<file path="src/rtl/timer_pkg.sv">
// Shared timer definitions: state encodings and a prescaler width helper.
package timer_pkg;

    localparam logic [1:0] ST_IDLE  = 2'b00;
    localparam logic [1:0] ST_RUN   = 2'b01;
    localparam logic [1:0] ST_PAUSE = 2'b10;
    localparam logic [1:0] ST_DONE  = 2'b11;

    typedef enum logic [1:0] {
        IDLE  = ST_IDLE,
        RUN   = ST_RUN,
        PAUSE = ST_PAUSE,
        DONE  = ST_DONE
    } state_t;

    // Prescaler register width; never below 1 bit so DIV=1 still has a register.
    function automatic int unsigned presc_width(input int unsigned div);
        return (div > 1) ? $clog2(div) : 1;
    endfunction

endpackage

</file>
<file path="src/rtl/phase_timer_if.sv">
// Control and status bundle of the phase timer.
interface phase_timer_if #(
    parameter int WIDTH = 13
);
    logic [WIDTH-1:0] load_value;
    logic             load;
    logic             enable;
    logic             auto_reload;
    logic [WIDTH-1:0] count;
    logic             zero;
    logic             expire;
    logic             busy;
    logic [1:0]       state;

    modport master (
        output load_value, load, enable, auto_reload,
        input  count, zero, expire, busy, state
    );

    modport slave (
        input  load_value, load, enable, auto_reload,
        output count, zero, expire, busy, state
    );
endinterface

</file>
<file path="src/rtl/tick_gen.sv">
// Prescaler: emits one tick every DIV enabled cycles, holds while idle.
module tick_gen
    import timer_pkg::*;
#(
    parameter int unsigned DIV = 1
) (
    input  logic clk,
    input  logic rst_n,
    input  logic run,
    input  logic clear,
    output logic tick
);
    localparam int unsigned   PW   = presc_width(DIV);
    localparam logic [PW-1:0] LAST = PW'(DIV - 1);
    localparam logic [PW-1:0] ONE  = PW'(1);

    logic [PW-1:0] r_presc;

    // Prescaler count: clear wins, advance only while running, wrap at DIV-1.
    always_ff @(posedge clk or negedge rst_n) begin
        if (!rst_n) begin
            r_presc <= '0;
        end else if (clear) begin
            r_presc <= '0;
        end else if (run) begin
            r_presc <= (r_presc == LAST) ? '0 : r_presc + ONE;
        end
    end

    assign tick = run && (r_presc == LAST);

endmodule

</file>
<file path="src/rtl/phase_timer.sv">
// Down-counting phase timer with prescaler, pause and optional auto-reload.
//
// state | meaning
// IDLE  | after reset, count 0, waits for load
// RUN   | counting down on prescaler ticks
// PAUSE | enable low, count and prescaler frozen
// DONE  | expired (or loaded with 0), count 0 until next load
module phase_timer
    import timer_pkg::*;
#(
    parameter int          WIDTH = 13,
    parameter int unsigned DIV   = 1
) (
    input  logic           clk,
    input  logic           rst_n,
    phase_timer_if.slave   bus
);
    state_t           r_state;
    state_t           w_state_nxt;
    logic [WIDTH-1:0] r_count;
    logic [WIDTH-1:0] w_count_nxt;
    logic             r_expire;
    logic             w_expire_nxt;
    logic             w_run;
    logic             w_tick;

    localparam logic [WIDTH-1:0] CNT_ONE = WIDTH'(1);

    assign w_run = (r_state == RUN) && bus.enable;

    tick_gen #(
        .DIV (DIV)
    ) u_tick_gen (
        .clk   (clk),
        .rst_n (rst_n),
        .run   (w_run),
        .clear (bus.load),
        .tick  (w_tick)
    );

    // State, count and expire registers.
    always_ff @(posedge clk or negedge rst_n) begin
        if (!rst_n) begin
            r_state  <= IDLE;
            r_count  <= '0;
            r_expire <= 1'b0;
        end else begin
            r_state  <= w_state_nxt;
            r_count  <= w_count_nxt;
            r_expire <= w_expire_nxt;
        end
    end

    // Next-state, next-count and expire decode; load overrides every state.
    always_comb begin
        w_state_nxt  = r_state;
        w_count_nxt  = r_count;
        w_expire_nxt = 1'b0;
        if (bus.load) begin
            w_count_nxt = bus.load_value;
            w_state_nxt = (bus.load_value != '0) ? RUN : DONE;
        end else begin
            case (r_state)
                IDLE: begin
                    w_count_nxt = '0;
                end
                RUN: begin
                    if (!bus.enable) begin
                        w_state_nxt = PAUSE;
                    end else if (w_tick) begin
                        if (r_count > CNT_ONE) begin
                            w_count_nxt = r_count - CNT_ONE;
                        end else if (r_count == CNT_ONE) begin
                            w_expire_nxt = 1'b1;
                            if (bus.auto_reload && (bus.load_value != '0)) begin
                                w_count_nxt = bus.load_value;
                            end else begin
                                w_count_nxt = '0;
                                w_state_nxt = DONE;
                            end
                        end else begin
                            // Count already 0 in RUN is unreachable; park safely without a pulse.
                            w_count_nxt = '0;
                            w_state_nxt = DONE;
                        end
                    end
                end
                PAUSE: begin
                    if (bus.enable) begin
                        w_state_nxt = RUN;
                    end
                end
                DONE: begin
                    w_count_nxt = '0;
                end
                default: begin
                    w_state_nxt = IDLE;
                    w_count_nxt = '0;
                end
            endcase
        end
    end

    assign bus.count  = r_count;
    assign bus.expire = r_expire;
    assign bus.state  = r_state;
    assign bus.zero   = (r_count == '0);
    assign bus.busy   = (r_state == RUN) || (r_state == PAUSE);

endmodule

</file>
<file path="src/flat_wrapper.sv">
// flat-port wrapper written by rule: the top's interface ports become plain ports
module phase_timer_flat import timer_pkg::*;
#(
    parameter int          WIDTH = 13,
    parameter int unsigned DIV   = 1
)
  (clk, rst_n, bus_load_value, bus_load, bus_enable, bus_auto_reload, bus_count, bus_zero, bus_expire, bus_busy, bus_state);
  phase_timer_if #(.WIDTH(WIDTH)) bus_i ();
  input  logic clk;
  input  logic rst_n;
  input wire logic [$bits(bus_i.load_value)-1:0] bus_load_value;
  input wire logic [$bits(bus_i.load)-1:0] bus_load;
  input wire logic [$bits(bus_i.enable)-1:0] bus_enable;
  input wire logic [$bits(bus_i.auto_reload)-1:0] bus_auto_reload;
  output wire logic [$bits(bus_i.count)-1:0] bus_count;
  output wire logic [$bits(bus_i.zero)-1:0] bus_zero;
  output wire logic [$bits(bus_i.expire)-1:0] bus_expire;
  output wire logic [$bits(bus_i.busy)-1:0] bus_busy;
  output wire logic [$bits(bus_i.state)-1:0] bus_state;
  assign bus_i.load_value = bus_load_value;
  assign bus_i.load = bus_load;
  assign bus_i.enable = bus_enable;
  assign bus_i.auto_reload = bus_auto_reload;
  assign bus_count = bus_i.count;
  assign bus_zero = bus_i.zero;
  assign bus_expire = bus_i.expire;
  assign bus_busy = bus_i.busy;
  assign bus_state = bus_i.state;
  phase_timer #(.WIDTH(WIDTH), .DIV(DIV)) u_core (.clk(clk), .rst_n(rst_n), .bus(bus_i));
endmodule
</file>
<file path="config.mk">
export PLATFORM = sky130hd
export DESIGN_NAME = phase_timer_flat
export DESIGN_NICKNAME = d
export VERILOG_FILES = /design/src/rtl/timer_pkg.sv /design/src/rtl/phase_timer_if.sv /design/src/rtl/tick_gen.sv /design/src/rtl/phase_timer.sv /design/src/flat_wrapper.sv
export SDC_FILE = /design/constraint.sdc
export NUM_CORES = 1
export LEC_CHECK = 0
export ABC_AREA = 1
export CORE_ASPECT_RATIO = 1.4
export CORE_MARGIN = 2
export CORE_UTILIZATION = 55
export CTS_CLUSTER_DIAMETER = 60
export CTS_CLUSTER_SIZE = 30
export DETAILED_ROUTE_END_ITERATION = 8
export PLACE_DENSITY = 0.88
export SKIP_CTS_REPAIR_TIMING = 1
export SYNTH_ARGS = -nofsm -noshare
export SYNTH_HDL_FRONTEND = slang
export SYNTH_SLANG_ARGS = --single-unit
</file>
<file path="constraint.sdc">
create_clock -name clk -period 2.7 [get_ports clk]
set_clock_uncertainty 0.2 [all_clocks]
set_input_delay 0.27 -clock clk [delete_from_list [all_inputs] [get_ports clk]]
set_output_delay 0.27 -clock clk [all_outputs]
set_load 0.02 [all_outputs]
</file>
==> results.json, run 1 <==
{
  "antenna_left": 0,
  "worst_setup_path_end_kind": "output port",
  "grt_usage_pct": 28.1,
  "synth_cell_type_count": 29,
  "cts_tree": "yes",
  "rows": 23,
  "clk_path_buf_depth": 2,
  "die_y_um": 68.0,
  "io_pins": 36,
  "maxCapViolCount": 0,
  "cts_sinks": 16,
  "start_kind": "register",
  "io_buffer_count": 35,
  "netlist_top_cells_area": "dfrtp_1, nand2_1, a21oi_1, nor2_1, inv_1",
  "finalMaxSlewViolations": 0,
  "status": "complete, no violations",
  "worstSetupPathType": "reg2out",
  "finalWorstSetupSlack_ns": 0.289,
  "placed_cells": 323,
  "p_leak_nw": 0.956,
  "diodes": 0,
  "place_hpwl_um": 3440,
  "r2r_slack_ns": 0.32,
  "start_util_pct": 57.1,
  "clock.fmax_mhz": 415,
  "finalHoldViolCount": 0,
  "holdCritPathClass": "in2async",
  "grt_pass1_vias": 1671,
  "die_area_mm2": 0.00339,
  "antenna_found_initial": 0,
  "clkTransAtPathRegs_ns": 0.07,
  "grt_overflow": 0,
  "cts_root_buffer": "clkbuf_8",
  "worst_slew_pin_slew_ns": 0.774,
  "cp_max_fo": 6,
  "cp.required_ns": 2.23,
  "layout-drive-gt1-share_pct": 11.4,
  "yosysWarnings": 0,
  "finalCritPeriodShare_pct": 89.3,
  "htree_num_levels": 1,
  "fillCellCount": 266,
  "yosysSeqAreaShare_pct": 24.8,
  "clk_latency_ns": 0.27,
  "wl_um": 4390,
  "crit-reg2reg-launch": "u_core.bus.state[0]",
  "synth_cells": 254,
  "max_slew_margin_pct": 48.2,
  "fin_area_mm2": 0.00205,
  "synth_area_mm2": 0.00161,
  "avgSynthCellArea_um2": 6.34,
  "syn_nets": 277,
  "grt_start_max_net_pins": 18,
  "area_delta_synth_final_pct": 27.2,
  "grt_pass1_wl_um": 7240,
  "drt_iter0_markers": 74,
  "dr.pass1.iters": 4,
  "netlist.area_leader.share_pct": 24.8,
  "fin_cells": 327,
  "route.vias.total": 1738,
  "p_per_area_mw_per_mm2": 1090,
  "cts_buffers": 3,
  "drc": 0,
  "vias_per_cell": 5.31,
  "worstPathArrival_ns": 1.94,
  "wl_per_cell_um": 13.4,
  "finalCriticalPeriod_ns": 2.41,
  "rsz0062_at_grt": "false",
  "setup_viol": 0,
  "reg2reg_to": "u_core.bus.count[8]",
  "rr_worst_depth": 7,
  "peakVddDrop_mv": 0.796,
  "tns_ns": 0,
  "mostFrequentLayoutCells": "nand2_1, nor2_1, clkdlybuf4s50_1, a21oi_1, inv_1",
  "final_common_cell": "nand2_1",
  "final_util_pct": 72.7,
  "gp_congestion": 0.897,
  "fp.dieW_um": 49.8,
  "synth-seq-cells": 16,
  "yosys.area.top_type": "dfrtp_1",
  "dpl_worst_slack_ns": 0.366,
  "nNetsFinal": 314,
  "coreArea_mm2": 0.00282,
  "placed_area_mm2": 0.00199
}
[kinds of logic after synthesis]
family | after synthesis | synth area share [%]
AND/OR/NAND/NOR | 157 | 46.8
AO/OA/AOI/OAI | 40 | 14.4
buffers and inverters | 33 | 8.46
flip-flops | 16 | 24.8
XOR/XNOR | 3 | 1.63
adder cells (fa/ha/maj) | 5 | 3.88
[per-layer routing]
layer	GRT usage [%]	up-vias	routed length, um
met3	2.84	10	168
li1	-	875	-
met4	14.9	0	110
met2	51.3	45	2310
met5	0	-	0
met1	32.3	808	1800
[critical path, stage by stage, from the launching register on]
cell and delay (ns):
dfrtp_1 0.46, nor2_2 0.21, nand2_4 0.11, nor2_1 0.14
nand2_1 0.06, nor2_1 0.08, clkdlybuf4s50_1 0.60
[cell type report]
cell class,count,area (um^2),area share (%)
Sequential cell,16,400,19.5
Tap cell,37,46.3,2.26
Inverter,28,108,5.25
Clock buffer,4,55.1,2.69
Multi-Input combinational cell,205,1070,52.4
Timing Repair Buffer,37,365,17.8
[per-stage QoR]
step                      total power [mW]  hold WS, ns
after floorplan                       1.49       -0.226
after CTS                             2.23        0.274
after global routing                  2.43        0.305
after detailed placement              2.00        0.318
final                                 2.24        0.256
after global placement                1.98        0.307
[state kept, by name (all words and copies together), names as in the netlist]
name,count
u_core.bus.count,13
u_core.bus.expire,1
u_core.bus.state,2
[report_power, final]
part | total (mW) | internal [mW] | switching, mW
clock network | 0.225 | 0.130 | 0.0947
logic | 1.45 | 0.587 | 0.859
registers | 0.568 | 0.357 | 0.211
[synth_stat cells]
master / n
nand2_1: 80
nor2_1: 36
a21oi_1: 27
inv_1: 26
nand3_1: 18
dfrtp_1: 16
ha_1: 5
nand2_2: 4
nor2_2: 4
nor2_4: 4
o21ai_0: 4
a21oi_2: 3
xor2_1: 3
buf_2: 2
clkbuf_1: 2
nand2_4: 2
nand2_8: 2
nor2_8: 2
o21ai_2: 2
o21bai_1: 2
or2_2: 2
buf_6: 1
clkinv_1: 1
inv_4: 1
nand3b_1: 1
nand4_1: 1
nor3_1: 1
o211ai_2: 1
o21ai_1: 1
[worst max-delay path by stage]
stage	endpoint	cells after the start	startpoint
3_3_place_gp	u_core.bus.count[0]	6	bus_load
5_1_grt	u_core.bus.count[8]	7	u_core.bus.state[0]
3_5_place_dp	u_core.bus.count[8]	6	bus_load
6_report	bus_zero	6	u_core.bus.count[7]
2_1_floorplan	u_core.bus.count[0]	8	u_core.bus.state[0]
4_1_cts	bus_zero	6	u_core.bus.count[7]
(Power assumes the default switching activity.)
==> inputs of run 2 (changes only) <==
--- a/config.mk
+++ b/config.mk
@@ -6,6 +6,7 @@
 export NUM_CORES = 1
 export LEC_CHECK = 0
 export ABC_AREA = 1
+export CAP_MARGIN = 20
 export CORE_ASPECT_RATIO = 1.4
 export CORE_MARGIN = 2
 export CORE_UTILIZATION = 55
==> results of run 2 <==
Final layout, timing and power as in run 1 (identical DEF).
==> inputs of run 3 (changes only) <==
--- a/config.mk
+++ b/config.mk
@@ -7,7 +7,6 @@
 export LEC_CHECK = 0
 export ABC_AREA = 1
 export CAP_MARGIN = 20
-export CORE_ASPECT_RATIO = 1.4
 export CORE_MARGIN = 2
 export CORE_UTILIZATION = 55
 export CTS_CLUSTER_DIAMETER = 60
==> results.json, run 3 (synthesis gave the netlist of run 1 again) <==
{
  "status": "complete, no violations",
  "cts_buffers": 3,
  "io_buffer_count": 35,
  "antenna_left": 0,
  "io_pins": 36,
  "worst_setup_path_end_kind": "output port",
  "swShare_pct": 53.6,
  "route.vias.total": 1723,
  "crit_path_top_delay_cell": "clkdlybuf4s50_1",
  "place_hpwl_um": 3360,
  "grt_usage_pct": 27.3,
  "comb_power_share_pct": 67.6,
  "rsz0062_at_grt": "false",
  "clk_path_buf_depth": 2,
  "cts_sinks": 16,
  "worstSetupPathType": "reg2out",
  "start_util_pct": 57.9,
  "p_sw_mw": 1.15,
  "start_kind": "register",
  "grt_start_max_net_pins": 18,
  "rr_worst_depth": 9,
  "crit_buf_inv": 1,
  "final_common_cell": "nand2_1",
  "finalCritPeriodShare_pct": 90.7,
  "r2r_slack_ns": 0.70,
  "antenna_found_initial": 0,
  "cp_common_cell": "nor2_1",
  "finalHoldViolCount": 0,
  "maxCapViolCount": 0,
  "mostFrequentLayoutCells": "nand2_1, nor2_1, clkdlybuf4s50_1, a21oi_1, inv_1",
  "wl_per_cell_um": 13.3,
  "cp.required_ns": 2.23,
  "whs_ns": 0.232,
  "layout-drive-gt1-share_pct": 11.1,
  "worstPathArrival_ns": 1.98,
  "p_leak_nw": 0.940,
  "die_area_mm2": 0.00338,
  "cp_max_fo": 6,
  "rows": 19,
  "crit_family": "simple AND/OR/NAND/NOR gates",
  "finalWorstSetupSlack_ns": 0.251,
  "crit-reg2reg-launch": "u_core.bus.count[0]",
  "holdCritPathClass": "in2async",
  "clk_latency_ns": 0.29,
  "drt_iter0_markers": 112,
  "internal_power_mw": 0.994,
  "wl_um": 4240,
  "finalMaxSlewViolations": 0,
  "max_slew_margin_pct": 47.1,
  "finalCriticalPeriod_ns": 2.45,
  "largest_reg_flops": 13,
  "setup_viol": 0,
  "fp.dieW_um": 58.1,
  "grt_pass1_wl_um": 7290,
  "drc": 0,
  "seqPwrFrac_pct": 26.4,
  "grt_pass1_vias": 1598,
  "p_per_area_mw_per_mm2": 1070,
  "vias_per_cell": 5.38,
  "nNetsFinal": 314,
  "dpl_worst_slack_ns": 0.579,
  "crit_chain": "nor2_2 > nand2_4 > nor2_1 > nand2_1 > nor2_1 > clkdlybuf4s50_1",
  "die_y_um": 58.1,
  "worst_slew_pin_slew_ns": 0.791,
  "clock.fmax_mhz": 408,
  "diodes": 0,
  "area_delta_synth_final_pct": 24.7,
  "cts_tree": "yes",
  "clkTransAtPathRegs_ns": 0.10,
  "cts_root_buffer": "clkbuf_4",
  "htree_num_levels": 1,
  "cpPeakStageDelay_ns": 0.60,
  "final_util_pct": 72.2,
  "p_clk_share_pct": 6.0,
  "grt_overflow": 0,
  "placed_area_mm2": 0.00199,
  "fin_area_mm2": 0.00201,
  "gp_congestion": 0.869,
  "peakVddDrop_mv": 0.889,
  "dr.pass1.iters": 5,
  "reg2reg_to": "u_core.bus.count[8]",
  "coreArea_mm2": 0.00278,
  "tns_ns": 0
}
## run 3: cell types whose count changed in the layout (fill, tap and decap cells not counted)
cell / previous run / this run
clkbuf_4: 0 / 3
clkbuf_8: 4 / 0
## run 3: area by class of cell
class / instances / area (um^2)
multi-input combinational: 205 / 1070
fill: 247 / 772
sequential: 16 / 400
timing repair buffer: 37 / 365
inverter: 28 / 108
tap: 31 / 38.8
clock buffer: 3 / 22.5
## run 3: power by group through the flow
stage	Clock, mW	Sequential [mW]	Combinational [mW]
finish	0.129	0.565	1.45
global route	0.140	0.582	1.61
CTS	0.132	0.560	1.45
detailed placement	0	0.566	1.44
global placement	0	0.558	1.42
floorplan	0	0.661	0.828
## run 3: per-layer routing
| metal | vias to the layer above | wire (um) | global-route usage [%] |
|---|---|---|---|
| met4 | 0 | 25 | 5.32 |
| met2 | 47 | 2100 | 45.6 |
| met1 | 794 | 1950 | 39.4 |
| li1 | 878 | - | - |
| met3 | 4 | 160 | 1.56 |
| met5 | - | 0 | 0 |
## run 3: worst max-delay path by stage
stage,start,slack (ns),end,cells after the start
global placement,u_core.bus.count[7],0.60,bus_zero,6
CTS,u_core.bus.count[7],0.25,bus_zero,6
floorplan,u_core.bus.state[0],0.72,u_core.bus.count[0],8
detailed placement,u_core.bus.count[7],0.58,bus_zero,6
finish,u_core.bus.count[7],0.25,bus_zero,6
global route,u_core.bus.count[7],0.17,bus_zero,6
## run 3: per-stage QoR
stage / std cells / total power, mW
after floorplan: 254 / 1.49
after global placement: 317 / 1.97
after detailed placement: 317 / 2.00
after CTS: 320 / 2.14
after global routing: 320 / 2.34
final: 320 / 2.14
